### config.mk
export PLATFORM = sky130hd
export DESIGN_NAME = ysyx_22041071_axi_w_arb
export DESIGN_NICKNAME = d
export VERILOG_FILES = /design/src/rtl/ysyx_22041071_axi_w_arb.sv
export SDC_FILE = /design/constraint.sdc
export NUM_CORES = 1
export LEC_CHECK = 0
export BUFFER_PORTS_ARGS = -buffer_cell sky130_fd_sc_hd__buf_2
export CAP_MARGIN = 10
export CORE_AREA = 4 4 169 171
export CTS_BUF_LIST = sky130_fd_sc_hd__clkbuf_4 sky130_fd_sc_hd__clkbuf_8
export DETAILED_ROUTE_END_ITERATION = 8
export DIE_AREA = 0 0 173 175
export PLACE_DENSITY = 0.47
export SLEW_MARGIN = 25
export SYNTH_ARGS = -nofsm -noshare
export SYNTH_HDL_FRONTEND = slang
export SYNTH_SLANG_ARGS = --single-unit
### constraint.sdc
create_clock -name clk -period 2.9 [get_ports clk]
set_clock_uncertainty 0.15 [all_clocks]
set_input_delay 0.725 -clock clk [delete_from_list [all_inputs] [get_ports clk]]
set_output_delay 0.725 -clock clk [all_outputs]
set_load 0.05 [all_outputs]
### src/rtl/ysyx_22041071_axi_w_arb.sv
// Two-requester round-robin arbiter in front of a single AXI write engine.
// One transaction runs at a time: IDLE -> ISSUE -> WAIT -> DONE -> IDLE.
module ysyx_22041071_axi_w_arb #(
    parameter int ID_W   = 4,
    parameter int ADDR_W = 64,
    parameter int LEN_W  = 8,
    parameter int DATA_W = 64,
    parameter int RESP_W = 2,
    parameter int TMO    = 1024
) (
    input  logic              clk,
    input  logic              reset_n,

    input  logic              req_valid_0,
    input  logic [ID_W-1:0]   req_id_0,
    input  logic [ADDR_W-1:0] req_addr_0,
    input  logic [LEN_W-1:0]  req_len_0,
    input  logic [1:0]        req_size_0,
    input  logic [DATA_W-1:0] req_wdata_0,
    output logic              req_done_0,
    output logic [RESP_W-1:0] req_resp_0,

    input  logic              req_valid_1,
    input  logic [ID_W-1:0]   req_id_1,
    input  logic [ADDR_W-1:0] req_addr_1,
    input  logic [LEN_W-1:0]  req_len_1,
    input  logic [1:0]        req_size_1,
    input  logic [DATA_W-1:0] req_wdata_1,
    output logic              req_done_1,
    output logic [RESP_W-1:0] req_resp_1,

    output logic              m_aw_valid,
    output logic [ID_W-1:0]   m_id,
    output logic [ADDR_W-1:0] m_addr,
    output logic [LEN_W-1:0]  m_len,
    output logic [1:0]        m_size,
    output logic [DATA_W-1:0] m_wdata,
    input  logic              m_aw_ready,
    input  logic [RESP_W-1:0] m_w_resp,

    output logic              grant,
    output logic              busy,
    output logic              tmo_err
);
    localparam logic [1:0] S_IDLE  = 2'd0;
    localparam logic [1:0] S_ISSUE = 2'd1;
    localparam logic [1:0] S_WAIT  = 2'd2;
    localparam logic [1:0] S_DONE  = 2'd3;

    localparam int             CNT_W  = $clog2(TMO + 1);
    localparam logic [CNT_W-1:0] TMO_C  = CNT_W'(TMO);
    localparam logic [CNT_W-1:0] TMO_M1 = CNT_W'(TMO - 1);

    logic [1:0]        state_q, state_d;
    logic              grant_q, grant_d;
    logic              last_q, last_d;
    logic [RESP_W-1:0] resp0_q, resp0_d, resp1_q, resp1_d;
    logic [CNT_W-1:0]  cnt_q, cnt_d;
    logic              tmo_q, tmo_d;
    logic              active;

    assign active = (state_q == S_ISSUE) || (state_q == S_WAIT);

    always_comb begin
        state_d = state_q;
        grant_d = grant_q;
        last_d  = last_q;
        resp0_d = resp0_q;
        resp1_d = resp1_q;
        cnt_d   = cnt_q;
        tmo_d   = tmo_q;
        case (state_q)
            S_IDLE: begin
                if (m_aw_ready && (req_valid_0 || req_valid_1)) begin
                    // On a tie the requester that did not win last time goes first.
                    grant_d = (req_valid_0 && req_valid_1) ? ~last_q : req_valid_1;
                    state_d = S_ISSUE;
                    cnt_d   = '0;
                end
            end
            S_ISSUE: begin
                if (!m_aw_ready) state_d = S_WAIT;
            end
            S_WAIT: begin
                if (m_aw_ready) begin
                    state_d = S_DONE;
                    if (grant_q) resp1_d = m_w_resp;
                    else         resp0_d = m_w_resp;
                end
            end
            default: begin
                last_d  = grant_q;
                state_d = S_IDLE;
            end
        endcase
        // Watchdog only flags a stuck engine; the transaction keeps waiting.
        if (active) begin
            if (cnt_q != TMO_C)  cnt_d = cnt_q + CNT_W'(1);
            if (cnt_q >= TMO_M1) tmo_d = 1'b1;
        end
    end

    always_ff @(posedge clk) begin
        if (!reset_n) begin
            state_q <= S_IDLE;
            grant_q <= 1'b0;
            last_q  <= 1'b1;
            resp0_q <= '0;
            resp1_q <= '0;
            cnt_q   <= '0;
            tmo_q   <= 1'b0;
        end else begin
            state_q <= state_d;
            grant_q <= grant_d;
            last_q  <= last_d;
            resp0_q <= resp0_d;
            resp1_q <= resp1_d;
            cnt_q   <= cnt_d;
            tmo_q   <= tmo_d;
        end
    end

    assign m_aw_valid = (state_q == S_ISSUE);
    assign m_id       = !active ? '0 : (grant_q ? req_id_1    : req_id_0);
    assign m_addr     = !active ? '0 : (grant_q ? req_addr_1  : req_addr_0);
    assign m_len      = !active ? '0 : (grant_q ? req_len_1   : req_len_0);
    assign m_size     = !active ? '0 : (grant_q ? req_size_1  : req_size_0);
    assign m_wdata    = !active ? '0 : (grant_q ? req_wdata_1 : req_wdata_0);

    assign req_done_0 = (state_q == S_DONE) && !grant_q;
    assign req_done_1 = (state_q == S_DONE) &&  grant_q;
    assign req_resp_0 = resp0_q;
    assign req_resp_1 = resp1_q;

    assign grant   = grant_q;
    assign busy    = (state_q != S_IDLE);
    assign tmo_err = tmo_q;
endmodule

## Yosys cells after proc, flatten, opt, wreduce, memory -nomap -nowiden

Index checks and enable logic that the tools add are counted.

- Bitwise operators: 2
- Order comparisons: 1
- Eq/ne operators: 7
- Reduce and logical (&&, ||, !) cells: 15
- Multiplexer cells: 19
- Add/subtract/negate cells: 1

Operators with widths:

| cell | number |
|---|---|
| $mux 64 | 4 |
| $mux 11 | 4 |
| $mux 8 | 2 |
| $add 11x1->11 const B | 1 |
| $ge 11x10->1 const B | 1 |
| $ne 11x11->1 const B | 1 |
| $mux 2 | 5 |
| $reduce_and 3->1 | 3 |
| $mux 4 | 2 |
| $ne 2x2->1 const B | 3 |
| $pmux 2 s3 | 1 |
| $eq 2x2->1 const B | 2 |
| $logic_and 1x1->1 | 4 |
| $reduce_and 2->1 | 2 |
| $reduce_or 3->1 | 1 |
| $eq 2x1->1 const B | 1 |
| $logic_not 2->1 | 1 |
| $logic_or 1x1->1 | 2 |
| $not 1->1 | 2 |
| $reduce_bool 2->1 | 1 |
| $logic_not 1->1 | 1 |
| $mux 1 | 1 |

- Bits in registers: 20
- Input bits: 291
- Word-level logic and storage cells: 52
- Output and inout port bits: 152

## Longest topological paths before layout

- Depth after elaboration: 6
- Mapped depth: 7
- Gate-level depth less buffers: 6

## Worst setup path before layout

Ideal clock, no wire load.

- Path kind: flip-flop to output port
- Start: register grant_q (netlist: grant)
- End: output port m_wdata[15]
- Cell stages (with the launch flop): 5
- Buffers on the path: 2
- Path slack: 0.061 ns
- Arrival: 1.964 ns
- Data required time: 2.025 ns
- Cells stage by stage: dfxtp_1 > buf_2 > buf_2 > mux2i_1 > nor2_1

- Word-level cells in the longest chain between the ends: 2

Ends and longest elaborated chain:

| item | line | text |
|---|---|---|
| from (decl) | 55 | `logic grant_q, grant_d;` |
| from (signal assigned) | 114 | `grant_q <= grant_d;` |
| $mux 64 (2 in series) | 128 | `assign m_wdata = !active ? '0 : (grant_q ? req_wdata_1 : req_wdata_0);` |
| to (decl) | 37 | `output logic [DATA_W-1:0] m_wdata,` |

No other way between the ends.

## Worst setup path in the final report

- Start: register state_q[0]
- End: output port m_wdata[4]

- Word-level cells in the longest chain between the ends: 3
- Elaborated cells between the ends (all ways): 4
- Classes of those cells: eq/ne (2); mux (1); reduce/logical (1)

Ends and longest elaborated chain:

| item | line | text |
|---|---|---|
| from (decl) | 54 | `logic [1:0] state_q, state_d;` |
| from (signal assigned) | 113 | `state_q <= state_d;` |
| $eq 2x1->1 / $eq 2x2->1 (equally long branches) | 62 | `assign active = (state_q == S_ISSUE) \|\| (state_q == S_WAIT);` |
| $logic_or 1x1->1 * | 62 |  |
| $mux 64 * | 128 |  |

Every way passes the cells marked *; elsewhere a longest branch is shown, timed or not.

==> flow_summary.json <==
{
  "path_class": "reg2out",
  "max_freq_mhz": 360,
  "cts_root_buf": "clkbuf_8",
  "clockBufferDepth": 2,
  "slowest_delay_ps": 390,
  "cp_common_cell": "buf_12",
  "syn_area_um2": 3130,
  "holdCritPathClass": "reg2reg",
  "worst_slew_pin_slew_ps": 513,
  "cts_resized": 0,
  "clk_pin_slew_ps": 70,
  "die_h_um": 175,
  "syn_avg_cell_area_um2": 7.37,
  "drtAntennaViolNets": 0,
  "grt_first_pass_wirelength_um": 24800,
  "routed_wl_um": 17300,
  "worstPathCellList": "inv_1 -> ha_4 -> inv_6 -> buf_12 -> buf_12 -> nor2_1 -> clkbuf_4",
  "max-slew-margin-rel_pct": 65.8,
  "p_leak_uw": 0.00310,
  "ys_warn_count": 0,
  "status": "completed",
  "start_util_pct": 11.7,
  "vias": 4621,
  "cp_max_fo": 34,
  "cp.required_ps": 2030,
  "antenna_found_initial": 0,
  "setup_tns_ps": 0,
  "final_cell_mix": "407 x buf_2, 152 x nor2_1, 148 x mux2i_1",
  "final.fill_count": 3041,
  "grt_overflow": 0,
  "setup_viol": 0,
  "slowest_stage": "dfxtp_1",
  "worstSetupEndpointType": "output pin",
  "dpl_worst_slack_ps": 305,
  "powerDensity_nw_per_um2": 1290,
  "crit_arrival_ps": 1900,
  "ys_seq_area_share_pct": 12.8,
  "placementRows": 60,
  "cts_hold_buf": 0,
  "stdcell_area_um2": 6040,
  "place_congestion": 0.836,
  "cp_top_family": "buffers and inverters",
  "ios": 443,
  "drc": 0,
  "fp.coreArea_um2": 26900,
  "clock_latency_ps": 250,
  "hold_viol": 0,
  "cts_sinks": 20,
  "mostFrequentLayoutCell": "buf_2",
  "dr.pass1.iters": 4,
  "synth-seq-cells": 20,
  "numCtsBuffers": 3,
  "synth_cells": 425,
  "fin_crit_ps": 2780,
  "worstSetupStartpointType": "flip-flop",
  "grt_max_degree": 71,
  "drive_above_1_share_pct": 55.9,
  "post_dp_cell_area_um2": 5840,
  "final-max-slew-violation-count": 0,
  "die_area_um2": 30300,
  "post-cts-setup-buffers": 0,
  "grt_usage_pct": 9.90,
  "fin_crit_sh_pct": 95.8,
  "setup_slack_ps": 123,
  "grt_pass1_vias": 4706,
  "crit_buf_inv": 5,
  "synth_cell_types": 39,
  "syn-num-nets": 722,
  "total_power_uw": 7780,
  "vias_per_cell": 3.85,
  "rsz0062_at_grt": "no",
  "h-tree-depth": 1,
  "drv_cap": 0,
  "hpwlAfterDp_um": 14700,
  "port_buffers": 442,
  "wl_per_cell_um": 14.4,
  "final_nets": 1157,
  "die_x_um": 173,
  "ir_worst_vdd_mv": 0.576,
  "dr.first_iter.drc_count": 126,
  "synthToLayoutAreaGrowth_pct": 92.7,
  "cts_tree": "built"
}
## where the power goes
| part | switching, uW | total, uW | internal, uW | leakage (uW) |
|---|---|---|---|---|
| clock network | 89.3 | 196 | 107 | 0.0000262 |
| logic | 5400 | 7240 | 1840 | 0.00291 |
| registers | 38.3 | 341 | 302 | 0.000163 |
| total | 5530 | 7780 | 2250 | 0.00310 |
## logic make-up after synthesis
logic type                 share of synthesized area [%]
buffers and inverters                               6.43
adders and majority gates                           2.40
and+or+nand+nor                                     24.7
DFF                                                 12.8
muxes                                               47.7
AOI/OAI and AO/OA                                   4.08
xor gates and xnor gates                            1.96
## synthesized netlist by cell type
cell / instances / area share [%]
inv_1: 7 / 0.84
buf_6: 2 / 0.72
buf_2: 15 / 2.4
a21boi_0: 1 / 0.24
a311oi_1: 2 / 0.56
o21a_1: 1 / 0.24
a31oi_2: 1 / 0.40
a21oi_2: 1 / 0.28
nor2b_1: 5 / 1.0
o211a_1: 1 / 0.32
nand4_1: 4 / 0.80
dfxtp_1: 20 / 13
a211o_1: 1 / 0.28
or2_2: 1 / 0.20
and2_1: 2 / 0.40
o21ai_0: 2 / 0.32
mux2_2: 1 / 0.36
a21o_1: 1 / 0.24
and4_1: 2 / 0.56
nand2_2: 1 / 0.20
xor2_1: 5 / 1.4
nand3b_1: 1 / 0.24
a31oi_1: 1 / 0.20
or3_1: 1 / 0.20
xnor2_1: 2 / 0.56
nand3_1: 5 / 0.80
clkbuf_8: 1 / 0.44
nand2_1: 5 / 0.60
mux2i_1: 148 / 47
nor4b_2: 1 / 0.48
a21oi_1: 2 / 0.32
nor4_2: 1 / 0.40
clkbuf_1: 14 / 1.7
and3_1: 3 / 0.60
o21ai_2: 1 / 0.28
ha_1: 6 / 2.4
o22ai_1: 2 / 0.40
buf_1: 3 / 0.36
nor2_1: 152 / 18
## flip-flops by register name (all words and copies together), names as in the netlist
signal / flops
tmo_err: 1
state_q: 2
req_resp_0: 2
last_q: 1
grant: 1
cnt_q: 11
req_resp_1: 2
## final timing paths
check,start,to,slack (ps),cells past startpoint
worst max-delay path,state_q[0]$_SDFFE_PN0P_,m_wdata[4],120,7
worst min-delay path,tmo_err$_SDFFE_PN0P_,tmo_err$_SDFFE_PN0P_,330,1
worst max register to register,state_q[0]$_SDFFE_PN0P_,cnt_q[9]$_SDFF_PN0_,670,7
worst min register to register,tmo_err$_SDFFE_PN0P_,tmo_err$_SDFFE_PN0P_,330,1
## final cells by class
class                      count  area (um^2)  share of cell area, %
antenna                        1         2.50                 0.0415
inverter                       7         31.3                  0.518
tap                          341          427                   7.07
multi-input combinational    363         2540                   42.1
clock buffer                   4         48.8                  0.808
timing repair buffer         465         2580                   42.7
sequential                    20          404                   6.70
## layer usage
layer | wire length, um | GRT usage, % | vias up | part of all wire (%)
met3 | 1470 | 2.14 | 10 | 8.5
li1 | - | - | 2322 | -
met5 | 0 | 0 | - | 0
met2 | 9090 | 19.7 | 284 | 53
met1 | 6640 | 11.1 | 2005 | 38
met4 | 110 | 0.998 | 0 | 0.64
## per-stage QoR
stage               utilization (%)  hold WS (ps)  cells
floorplan                         -           287    425
global placement               21.7           297   1195
detailed placement             21.7           301   1195
CTS                            21.9           330   1199
global route                   22.4           356   1200
finish                         22.5           333   1201
Power figures use the tool's default switching activity.
